$ cat src/rtl/sram_pkg.sv
// Shared constants and state encoding for the SRAM frame writer and its lane packer.
package sram_pkg;

  localparam int ADDR_WIDTH_DEF  = 18;
  localparam int PIXEL_WIDTH_DEF = 8;
  localparam int LANES           = 4;
  localparam int LANE_CNT_W      = 2;

  typedef enum logic [1:0] {
    ST_IDLE = 2'd0,
    ST_PACK = 2'd1,
    ST_SEND = 2'd2
  } wr_state_t;

endpackage

$ cat src/rtl/pixel_lane_packer.sv
// Packs accepted pixels into a 4-lane word and tracks which lanes were filled.
module pixel_lane_packer
  import sram_pkg::*;
#(
  parameter int PIXEL_WIDTH = PIXEL_WIDTH_DEF
) (
  input  logic                         clock,
  input  logic                         reset,
  input  logic                         accept,
  input  logic                         clear,
  input  logic [PIXEL_WIDTH-1:0]       pixel,
  output logic [LANES*PIXEL_WIDTH-1:0] data,
  output logic [LANES-1:0]             mask,
  output logic                         last_lane
);

  logic [LANE_CNT_W-1:0] lane_cnt;

  // Unfilled lanes stay zero because data is cleared after every write.
  always_ff @(posedge clock) begin
    if (reset || clear) begin
      lane_cnt <= '0;
      data     <= '0;
      mask     <= '0;
    end else if (accept) begin
      for (int k = 0; k < LANES; k++) begin
        if (lane_cnt == LANE_CNT_W'(k)) begin
          data[k*PIXEL_WIDTH +: PIXEL_WIDTH] <= pixel;
          mask[k]                            <= 1'b1;
        end
      end
      lane_cnt <= lane_cnt + 1'b1;
    end
  end

  assign last_lane = (lane_cnt == LANE_CNT_W'(LANES - 1));

endmodule

$ cat src/rtl/sram_frame_writer.sv
// Converts a pixel stream into 4-pixel word writes at consecutive SRAM addresses.
//   state   | meaning
//   IDLE    | waiting for the first pixel of a frame
//   PACK    | collecting pixels into the current word
//   SEND    | word presented on the write port, waiting for the arbiter
module sram_frame_writer
  import sram_pkg::*;
#(
  parameter int ADDR_WIDTH  = ADDR_WIDTH_DEF,
  parameter int PIXEL_WIDTH = PIXEL_WIDTH_DEF
) (
  input  logic                         clock,
  input  logic                         reset,
  input  logic [ADDR_WIDTH-1:0]        frame_base,
  input  logic                         pixel_valid,
  output logic                         pixel_ready,
  input  logic [PIXEL_WIDTH-1:0]       pixel,
  input  logic                         pixel_last,
  output logic                         wr_valid,
  input  logic                         wr_ready,
  output logic [ADDR_WIDTH-1:0]        wr_addr,
  output logic [LANES*PIXEL_WIDTH-1:0] wr_data,
  output logic [LANES-1:0]             wr_mask,
  output logic                         frame_done,
  output logic                         busy
);

  wr_state_t             state;
  wr_state_t             state_nxt;
  logic [ADDR_WIDTH-1:0] addr;
  logic                  last_word;
  logic                  last_lane;
  logic                  pixel_hs;
  logic                  wr_hs;

  assign pixel_hs = pixel_valid && pixel_ready;
  assign wr_hs    = wr_valid && wr_ready;

  always_ff @(posedge clock) begin
    if (reset) state <= ST_IDLE;
    else       state <= state_nxt;
  end

  always_comb begin
    state_nxt = state;
    case (state)
      ST_IDLE: if (pixel_hs) state_nxt = pixel_last ? ST_SEND : ST_PACK;
      ST_PACK: if (pixel_hs && (pixel_last || last_lane)) state_nxt = ST_SEND;
      ST_SEND: if (wr_ready) state_nxt = last_word ? ST_IDLE : ST_PACK;
      default: state_nxt = ST_IDLE;
    endcase
  end

  always_comb begin
    pixel_ready = 1'b0;
    wr_valid    = 1'b0;
    busy        = 1'b1;
    case (state)
      ST_IDLE: begin
        pixel_ready = 1'b1;
        busy        = 1'b0;
      end
      ST_PACK: pixel_ready = 1'b1;
      ST_SEND: wr_valid = 1'b1;
      default: busy = 1'b0;
    endcase
  end

  // last_word remembers whether the word in flight closes the frame.
  always_ff @(posedge clock) begin
    if (reset) begin
      addr       <= '0;
      last_word  <= 1'b0;
      frame_done <= 1'b0;
    end else begin
      frame_done <= wr_hs && last_word;
      if (state == ST_IDLE && pixel_hs) addr <= frame_base;
      else if (wr_hs)                   addr <= addr + 1'b1;
      if (pixel_hs) last_word <= pixel_last;
    end
  end

  assign wr_addr = addr;

  pixel_lane_packer #(
    .PIXEL_WIDTH(PIXEL_WIDTH)
  ) u_packer (
    .clock    (clock),
    .reset    (reset),
    .accept   (pixel_hs),
    .clear    (wr_hs),
    .pixel    (pixel),
    .data     (wr_data),
    .mask     (wr_mask),
    .last_lane(last_lane)
  );

endmodule

$ cat config.mk
export PLATFORM = sky130hd
export DESIGN_NAME = sram_frame_writer
export DESIGN_NICKNAME = d
export VERILOG_FILES = /design/src/rtl/sram_pkg.sv /design/src/rtl/pixel_lane_packer.sv /design/src/rtl/sram_frame_writer.sv
export SDC_FILE = /design/constraint.sdc
export NUM_CORES = 1
export LEC_CHECK = 0
export CORE_MARGIN = 3
export CORE_UTILIZATION = 25
export DETAILED_ROUTE_END_ITERATION = 12
export GPL_TIMING_DRIVEN = 0
export HOLD_SLACK_MARGIN = 0.15
export PLACE_DENSITY = 0.53
export SYNTH_ARGS = -nofsm -noshare
export SYNTH_HDL_FRONTEND = slang
export SYNTH_SLANG_ARGS = --single-unit
$ cat constraint.sdc
create_clock -name clock -period 2.5 [get_ports clock]
set_clock_uncertainty 0.15 [all_clocks]
set_input_delay 0.5 -clock clock [delete_from_list [all_inputs] [get_ports clock]]
set_output_delay 0.5 -clock clock [all_outputs]
set_load 0.05 [all_outputs]
After elaboration in Yosys (flattened, before gate mapping)
Cells that the tools add are included.
- register bits: 60
- add/sub/neg operators: 2
- equality and inequality tests: 8
- muxes and demuxes: 11
- reductions and logical operators: 17
- operators by type and width (cell ; number):
    two-way mux 18 bit ; 2
    adder 18 x 1 -> 18 bit, second input constant ; 1
    two-way mux 2 bit ; 4
    AND reduction 2 bit ; 4
    == test 2 bit, second input constant ; 3
    inequality test 2 bit, second input constant ; 3
    one-hot mux 2 bit (3 select lines) ; 1
    logical AND 1 bit ; 5
    == test 2 x 1 -> 1 bit, second input constant ; 2
    zero test 2 bit ; 2
    two-way mux 1 bit ; 4
    OR reduction 2 bit ; 2
    AND reduction 3 bit ; 1
    adder 2 x 1 -> 2 bit, second input constant ; 1
    logical OR 1 bit ; 2
    nonzero test 2 bit ; 1

Logic depth before layout (Yosys ltp)
Gate-level depths: netlist of run 1.
- depth in word-level cells: 7
- mapped depth: 9
- mapped depth without buffers: 6

Cells and area by module
From an unflattened synthesis of run 1, not the netlist that was laid out.
- cell total of the unflattened synthesis: 328
- area, all modules: 3138.0 um2
- by module, submodules not included (module ; times used ; cells an instance ; area an instance (um2) ; seq. area each (um2)):
    pixel_lane_packer ; 1 ; 173 ; 1773.0 ; 760.7
    sram_frame_writer ; 1 ; 155 ; 1365.1 ; 440.4

Worst setup path before layout of run 1
OpenSTA, ideal clock, no wires.
- kind: register to register
- start: register state[0]
- end: register addr[14] (netlist: wr_addr[14])
- arrival: 2413 ps
- data required time: 2259 ps
- setup slack: -154 ps
- stages on the path, launching flop included: 8
- buffers on the path: 1
- cell sequence: dfxtp_1 inv_1 ha_1 buf_4 nand4_1 or4_4 or3_1 a311oi_1
- elaborated cells on any way between the ends: 11
- those cells by class: 2 x eq/ne; 3 x mux; 6 x reduce/logical
- RTL lines (element ; RTL line ; text):
    from (decl) ; sram_frame_writer.sv:28 ; wr_state_t state;
    from (signal assigned) ; sram_frame_writer.sv:41 ; else state <= state_nxt;
    == test 2 bit ; sram_frame_writer.sv:58 ; case (state)
    two-way mux 1 bit ; sram_frame_writer.sv:58 ;
    net wr_valid ; sram_frame_writer.sv:19 ; output logic wr_valid,
    logical AND 1 bit ; sram_frame_writer.sv:37 ; assign wr_hs = wr_valid && wr_ready;
    nonzero test 2 bit (no source line) ; -- ;
    to (signal assigned) ; sram_frame_writer.sv:77 ; if (state == ST_IDLE && pixel_hs) addr <= frame_base;
    to (signal assigned) ; sram_frame_writer.sv:78 ; else if (wr_hs) addr <= addr + 1'b1;
    to (decl) ; sram_frame_writer.sv:30 ; logic [ADDR_WIDTH-1:0] addr;
The timed path passes the listed nets, and every way through them passes these cells.
A chain may end at the register's enable or synchronous reset.

Worst setup path after layout of run 1
- start: register state[1]
- end: output wr_valid
- cells in the longest elaborated chain, start to end: 2
- RTL lines (element ; RTL line):
    == test 2 bit ; sram_frame_writer.sv:58
    two-way mux 1 bit ; sram_frame_writer.sv:58
    to (decl) ; sram_frame_writer.sv:19
Every way passes these cells.

==> results of run 1 <==
through the flow:
stage / TNS (ps) / power [mW]
after floorplan: 0 / 2.76
after global placement: -866 / 3.44
after detailed placement: -612 / 3.46
after CTS: -44.0 / 4.37
after global routing: 0 / 4.57
final: 0 / 4.32
what timing repair did:
item                       in CTS  in global routing
buffers inserted                0                  1
gates resized for setup         4                  9
hold buffers                    0                  0
pin swaps                       0                  3
setup endpoints to repair       2                 36
sequential cells by signal (all words and copies together) (netlist names):
name / flops
u_packer.data: 32
u_packer.mask: 4
frame_done: 1
wr_addr: 18
last_word: 1
state: 2
u_packer.lane_cnt: 2
power groups by stage:
stage                     Combinational (mW)  Sequential, mW  Clock (mW)
after floorplan                        0.784            1.98           0
after global placement                  2.04            1.40           0
after detailed placement                2.06            1.40           0
after CTS                               2.06            1.38       0.926
after global routing                    2.19            1.42       0.959
final                                   2.04            1.38       0.901
layout by cell type (no fill, tap or decap), drive strengths merged:
| cell type | netlist | layout |
|---|---|---|
| clkdlybuf4s50 | 0 | 84 |
| dfxtp | 60 | 60 |
| nand2 | 46 | 46 |
| a21oi | 41 | 41 |
| nand3 | 38 | 38 |
| clkbuf | 16 | 27 |
| nor2 | 26 | 26 |
| a211oi | 12 | 12 |
| ha | 9 | 9 |
| inv | 8 | 9 |
| xnor2 | 7 | 7 |
| nand4 | 7 | 7 |
| buf | 6 | 6 |
| mux2i | 5 | 5 |
| nor4 | 5 | 5 |
| xor2 | 5 | 5 |
| o21ai | 4 | 4 |
| a311oi | 4 | 4 |
| nor3 | 4 | 4 |
| nand2b | 3 | 3 |
| nor3b | 3 | 3 |
| or3 | 3 | 3 |
| clkinv | 0 | 3 |
| and4 | 2 | 2 |
| clkinvlp | 0 | 2 |
| or2 | 1 | 1 |
| o21a | 1 | 1 |
| a222oi | 1 | 1 |
| or4 | 1 | 1 |
| and3b | 1 | 1 |
| nor4b | 1 | 1 |
| and3 | 1 | 1 |
| nand4b | 1 | 1 |
| a311o | 1 | 1 |
| bufinv | 0 | 1 |
| dlygate4sd2 | 0 | 1 |
kinds of logic after synthesis:
logic type,count (synthesis),share of synthesized area (%)
compound gates,64,14.2
fa+ha+maj,9,4.22
xor+xnor,12,3.94
simple gates,143,26.2
buf+inv,30,4.50
mux,5,1.88
flops,60,45.0
critical path: cells and delay by family, from the launching register on:
| kind | cells | cell delay (ps) |
|---|---|---|
| adders and majority gates | 1 | 220 |
| buffers and inverters | 1 | 810 |
| DFF | 1 | 400 |
cell usage after synthesis, drive strengths merged, types with 4 or more instances:
cell | n | share of area (%)
a211oi | 12 | 3.4
a21oi | 41 | 7.7
a311oi | 4 | 1.3
buf | 6 | 1.1
clkbuf | 16 | 2.3
dfxtp | 60 | 45
ha | 9 | 4.2
inv | 8 | 1.1
mux2i | 5 | 1.9
nand2 | 46 | 6.5
nand3 | 38 | 7.1
nand4 | 7 | 2.2
nor2 | 26 | 3.7
nor3 | 4 | 0.75
nor4 | 5 | 1.2
o21ai | 4 | 0.75
xnor2 | 7 | 2.3
xor2 | 5 | 1.6
per-layer routing:
layer  vias up  track usage (%)
li1       1332                -
met3        11             2.55
met2        46             22.8
met4         0             5.61
met5         -                0
met1      1250             19.0
worst paths after layout:
check / end / startpoint / slack [ps]
worst max-delay path: wr_valid / state[1]$_SDFFE_PP0P_ / 80
worst min-delay path: u_packer.data[4]$_SDFFE_PP0P_ / u_packer.data[4]$_SDFFE_PP0P_ / 300
worst max register to register: wr_addr[16]$_SDFFE_PP0P_ / state[1]$_SDFFE_PP0P_ / 160
worst min register to register: u_packer.data[4]$_SDFFE_PP0P_ / u_packer.data[4]$_SDFFE_PP0P_ / 300
cell type report:
class	count	area [µm²]
Tap cell	136	170
Inverter	8	30.0
Clock inverter	7	76.3
Clock buffer	9	124
Multi-Input combinational cell	233	1350
Timing Repair Buffer	87	862
Sequential cell	60	1200
Fill cell	1098	6460
Buffer	22	97.6
==> results.yml, run 1 <==
status:
  status: "completed"
hold_path:
  hold_depth: 2
  hold_path.class: "reg2reg"
timing:
  tightest_slew_ps: 685
  grt_setup_unrepaired: "false"
  setup_slack_ps: 80.6
  max_freq_ghz: 0.413
  setup_violations: 0
  final_max_slew_viol_count: 0
  fin_hold_ws_ps: 305
  relSlewSlack_pct: 53.9
  hold_viol_final: 0
  period_minus_slack_ps: 2420
  period_share_pct: 96.8
grt:
  grt_pass1_wl_um: 13100
  grt_overflow: 0
  antenna_found_initial: 0
  grt_usage_pct: 14.2
  grt_max_degree: 13
  grt_pass1_vias: 2559
placement:
  dpl.hpwl_um: 6150
  place_inst: 545
  io_buffer_count: 86
  dpl_cell_area_mm2: 0.00370
  pre_cts_ws_ps: -129
  gp_congestion: 0.796
logic_synthesis:
  synth_area_per_cell_um2: 8.25
  syn_inst: 323
  syn-num-nets: 363
  synth-seq-area-share_pct: 45.0
  ys_seq_elements: 60
  synth_ff_type: "dfxtp_1"
  synthArstFlopShare_pct: 0
  synth_cell_type_count: 34
  syn-cell-area_mm2: 0.00267
  ys_warn_count: 0
  synth_edf_count: 0
setup_path:
  path_class: "reg2out"
  crit_chain: "ha_2 -> clkdlybuf4s50_1"
  cp-end-kind: "primary output"
  crit_slowest_cell: "clkdlybuf4s50_1"
  arrival_ps: 1770
  slowest_delay_ps: 810
  ff2ff_path_depth: 6
  crit_fanout: 5
  cp-start-kind: "flip-flop"
  cp.required_ps: 1850
clock_tree:
  cts_made_buffers: 9
  tritoncts: "done"
  htreeDepth: 3
  path_clk_slew_ps: 80
  cts.path.max_buffers: 2
  cts_sinks: 60
  clock_latency_ps: 340
  cts_root_buf: "clkbuf_8"
cells_and_area:
  synthToLayoutAreaGrowth_pct: 46.6
  fin_area_mm2: 0.00391
  fin_cells: 562
  finalNetCount: 461
  n_antenna_cell: 0
  finish.utilization_pct: 37.7
  layout-drive-gt1-share_pct: 7.04
pwr:
  clock_power_share_pct: 20.9
  seq_power_share_pct: 32.0
  p_int_mw: 2.28
  power_switching_mw: 2.04
  p_leak_nw: 1.32
  p_comb_share_pct: 47.1
  power.density_mw_per_mm2: 1110
  switching_share_pct: 47.2
  vdd.ir_drop.worst_v: 0.000473
floorplanning:
  rows: 37
  die_h_um: 109
  die_w_um: 109
  start_util_pct: 25.7
  core_mm2: 0.0104
  io_pins: 89
  dieArea_mm2: 0.0119
route:
  dr_wl_met2_um: 4090
  dr.first_iter.drc_count: 119
  top_layer: "met4"
  route.detailed.drc: 0
  wire_per_inst_um: 14.8
  viasPerCell: 4.70
  num_vias: 2639
  drtAntennaViolNets: 0
  wl_met3_um: 309
  finalWirelength_um: 8340
  wl_met1_um: 3800
  drt_first_pass_iters: 4
job:
  maxCapViolCount: 0
Note: power is estimated with default switching activity, not from simulation.
==> inputs of run 2 (changes only) <==
CTS_CLUSTER_SIZE = 10   (was not set)
==> results of run 2 <==
The final DEF is identical to that of run 1; final timing and power are the same.
==> inputs of run 3 (changes only) <==
CORE_MARGIN = 2   (was 3)
CTS_CLUSTER_SIZE = 25   (was 10)
GPL_TIMING_DRIVEN = 1   (was 0)
==> run 3 against run 2 <==
Effect of this change: register-to-register slack improved by 70 ps; non-clock buffer count is 10 lower; design area increased by 0.51%; wire length decreased by 3.8%; sequential power about the same; cell count down 1.8%; power is essentially flat; worst hold slack worse by 0.92 ps; critical endpoint is now wr_addr[3]; largest power group unchanged; highest routed layer unchanged.
==> results.yml, run 3 (synthesized netlist as in run 1, its figures left out) <==
setup_path:
  cp.required_ps: 1850
  crit_slowest_cell: "clkdlybuf4s50_1"
  r2r_start: "state[0]$_SDFFE_PP0P_"
  critPathBufInv: 1
  cpLargestDelayFamily: "buffers and inverters"
  slowest_delay_ps: 860
  path_class: "reg2out"
  cp-start-kind: "flip-flop"
  cp-end-kind: "primary output"
  arrival_ps: 1670
  ff2ff_path_depth: 6
  timing.rr.end: "wr_addr[16]$_SDFFE_PP0P_"
  rrSetupSlack_ps: 230
  crit_fanout: 7
  crit_chain: "clkdlybuf4s50_1"
route:
  route.detailed.drc: 0
  wire_per_inst_um: 14.5
  num_vias: 2613
  dr.first_iter.drc_count: 126
  drtAntennaViolNets: 0
  viasPerCell: 4.73
  finalWirelength_um: 8020
  drt_first_pass_iters: 4
grt:
  grt_pass1_wl_um: 12700
  grt_pass1_vias: 2489
  grt_max_degree: 45
  antenna_found_initial: 0
  grt_usage_pct: 14.3
  grt_overflow: 0
timing:
  period_share_pct: 92.9
  relSlewSlack_pct: 62.8
  hold_viol_final: 0
  grt_setup_unrepaired: "false"
  max_freq_ghz: 0.431
  period_minus_slack_ps: 2320
  fin_tns_setup_ps: 0
  fin_hold_ws_ps: 304
  final_max_slew_viol_count: 0
  setup_slack_ps: 177
  setup_violations: 0
  tightest_slew_ps: 556
pwr:
  power_switching_mw: 2.00
  power.density_mw_per_mm2: 1100
  seq_power_share_pct: 32.1
  p_leak_nw: 1.34
  p_int_mw: 2.32
  vdd.ir_drop.worst_v: 0.000467
  clock_power_share_pct: 20.7
  p_comb_share_pct: 47.2
  switching_share_pct: 46.3
cells_and_area:
  mostFrequentLayoutCell: "clkdlybuf4s50_1"
  layout-drive-gt1-share_pct: 8.41
  n_antenna_cell: 0
  largest_reg_flops: 32
  fin_cells: 552
  finalNetCount: 451
  final_cell_mix: "clkdlybuf4s50_1, dfxtp_1, nand2_1"
  synthToLayoutAreaGrowth_pct: 47.4
  top_register: "u_packer.data"
placement:
  pre_cts_ws_ps: -44.3
  gp_congestion: 0.794
  dpl.hpwl_um: 5720
  place_inst: 536
  io_buffer_count: 88
clock_tree:
  tritoncts: "done"
  cts_root_buf: "clkbuf_8"
  clock_latency_ps: 340
  htreeDepth: 3
  path_clk_slew_ps: 70
  cts_hold_buf: 0
  cts.path.max_buffers: 2
  cts_setup_buffers: 0
  cts_sinks: 60
  ctsResizeCount: 0
  cts_made_buffers: 9
hold_path:
  hold_path.class: "reg2reg"
  holdPathEnd: "u_packer.data[5]$_SDFFE_PP0P_"
  hold_depth: 2
  worstHoldStart: "u_packer.data[5]$_SDFFE_PP0P_"
floorplanning:
  die_h_um: 107
  start_util_pct: 25.8
  dieArea_mm2: 0.0115
  core_mm2: 0.0103
  rows: 37
  die_w_um: 107
  io_pins: 89
job:
  maxCapViolCount: 0
status:
  status: "completed"
==> run 3: changes by cell type in the layout (fill, tap and decap cells not counted) <==
| cell | delta |
|---|---|
| dfxtp_2 | -1 |
| inv_1 | +1 |
| dlygate4sd2_1 | -1 |
| buf_2 | -1 |
| buf_6 | -1 |
| dfxtp_1 | +1 |
| buf_1 | -2 |
| clkbuf_2 | -3 |
| buf_12 | +2 |
| inv_2 | -1 |
| clkdlybuf4s50_1 | +1 |
| buf_4 | +10 |
| clkbuf_1 | -15 |
==> run 3: per-layer routing <==
metal | vias up | share of wire, % | GRT usage (%)
li1 | 1319 | - | -
met1 | 1230 | 45 | 18.4
met2 | 48 | 48 | 22.2
met3 | 16 | 4.0 | 2.91
met4 | 0 | 2.9 | 8.26
met5 | - | 0 | 0
==> run 3: metrics by stage <==
step	instance area (µm²)	util, %	power, mW
after floorplan	2670	-	2.76
after global placement	3730	36.1	3.45
after detailed placement	3730	36.1	3.46
after CTS	3930	38.1	4.37
after global routing	3930	38.1	4.57
final	3930	38.1	4.32
==> run 3: power groups by stage <==
stage,Clock (mW),Sequential [mW],Combinational (mW)
CTS,0.918,1.39,2.06
floorplan,0,1.98,0.784
detailed placement,0,1.41,2.05
global route,0.962,1.43,2.18
global placement,0,1.41,2.04
finish,0.896,1.39,2.04
==> run 3: layout make-up <==
type / count / area (µm²)
clock inverters: 7 / 76.3
flip-flops and latches: 60 / 1200
repair buffers: 99 / 981
clock buffers: 9 / 124
inverters: 8 / 30.0
well taps: 136 / 170
multi-input cells: 233 / 1350
fillers: 1084 / 6390
==> run 3: worst max-delay path by stage <==
stage	start	endpoint	depth (start not counted)
final	wr_addr[3]$_SDFFE_PP0P_	wr_addr[3]	1
after global placement	wr_ready	wr_addr[16]$_SDFFE_PP0P_	5
after detailed placement	wr_ready	wr_addr[16]$_SDFFE_PP0P_	5
after floorplan	state[0]$_SDFFE_PP0P_	wr_addr[14]$_SDFFE_PP0P_	7
after global routing	wr_addr[3]$_SDFFE_PP0P_	wr_addr[3]	1
after CTS	wr_addr[3]$_SDFFE_PP0P_	wr_addr[3]	1
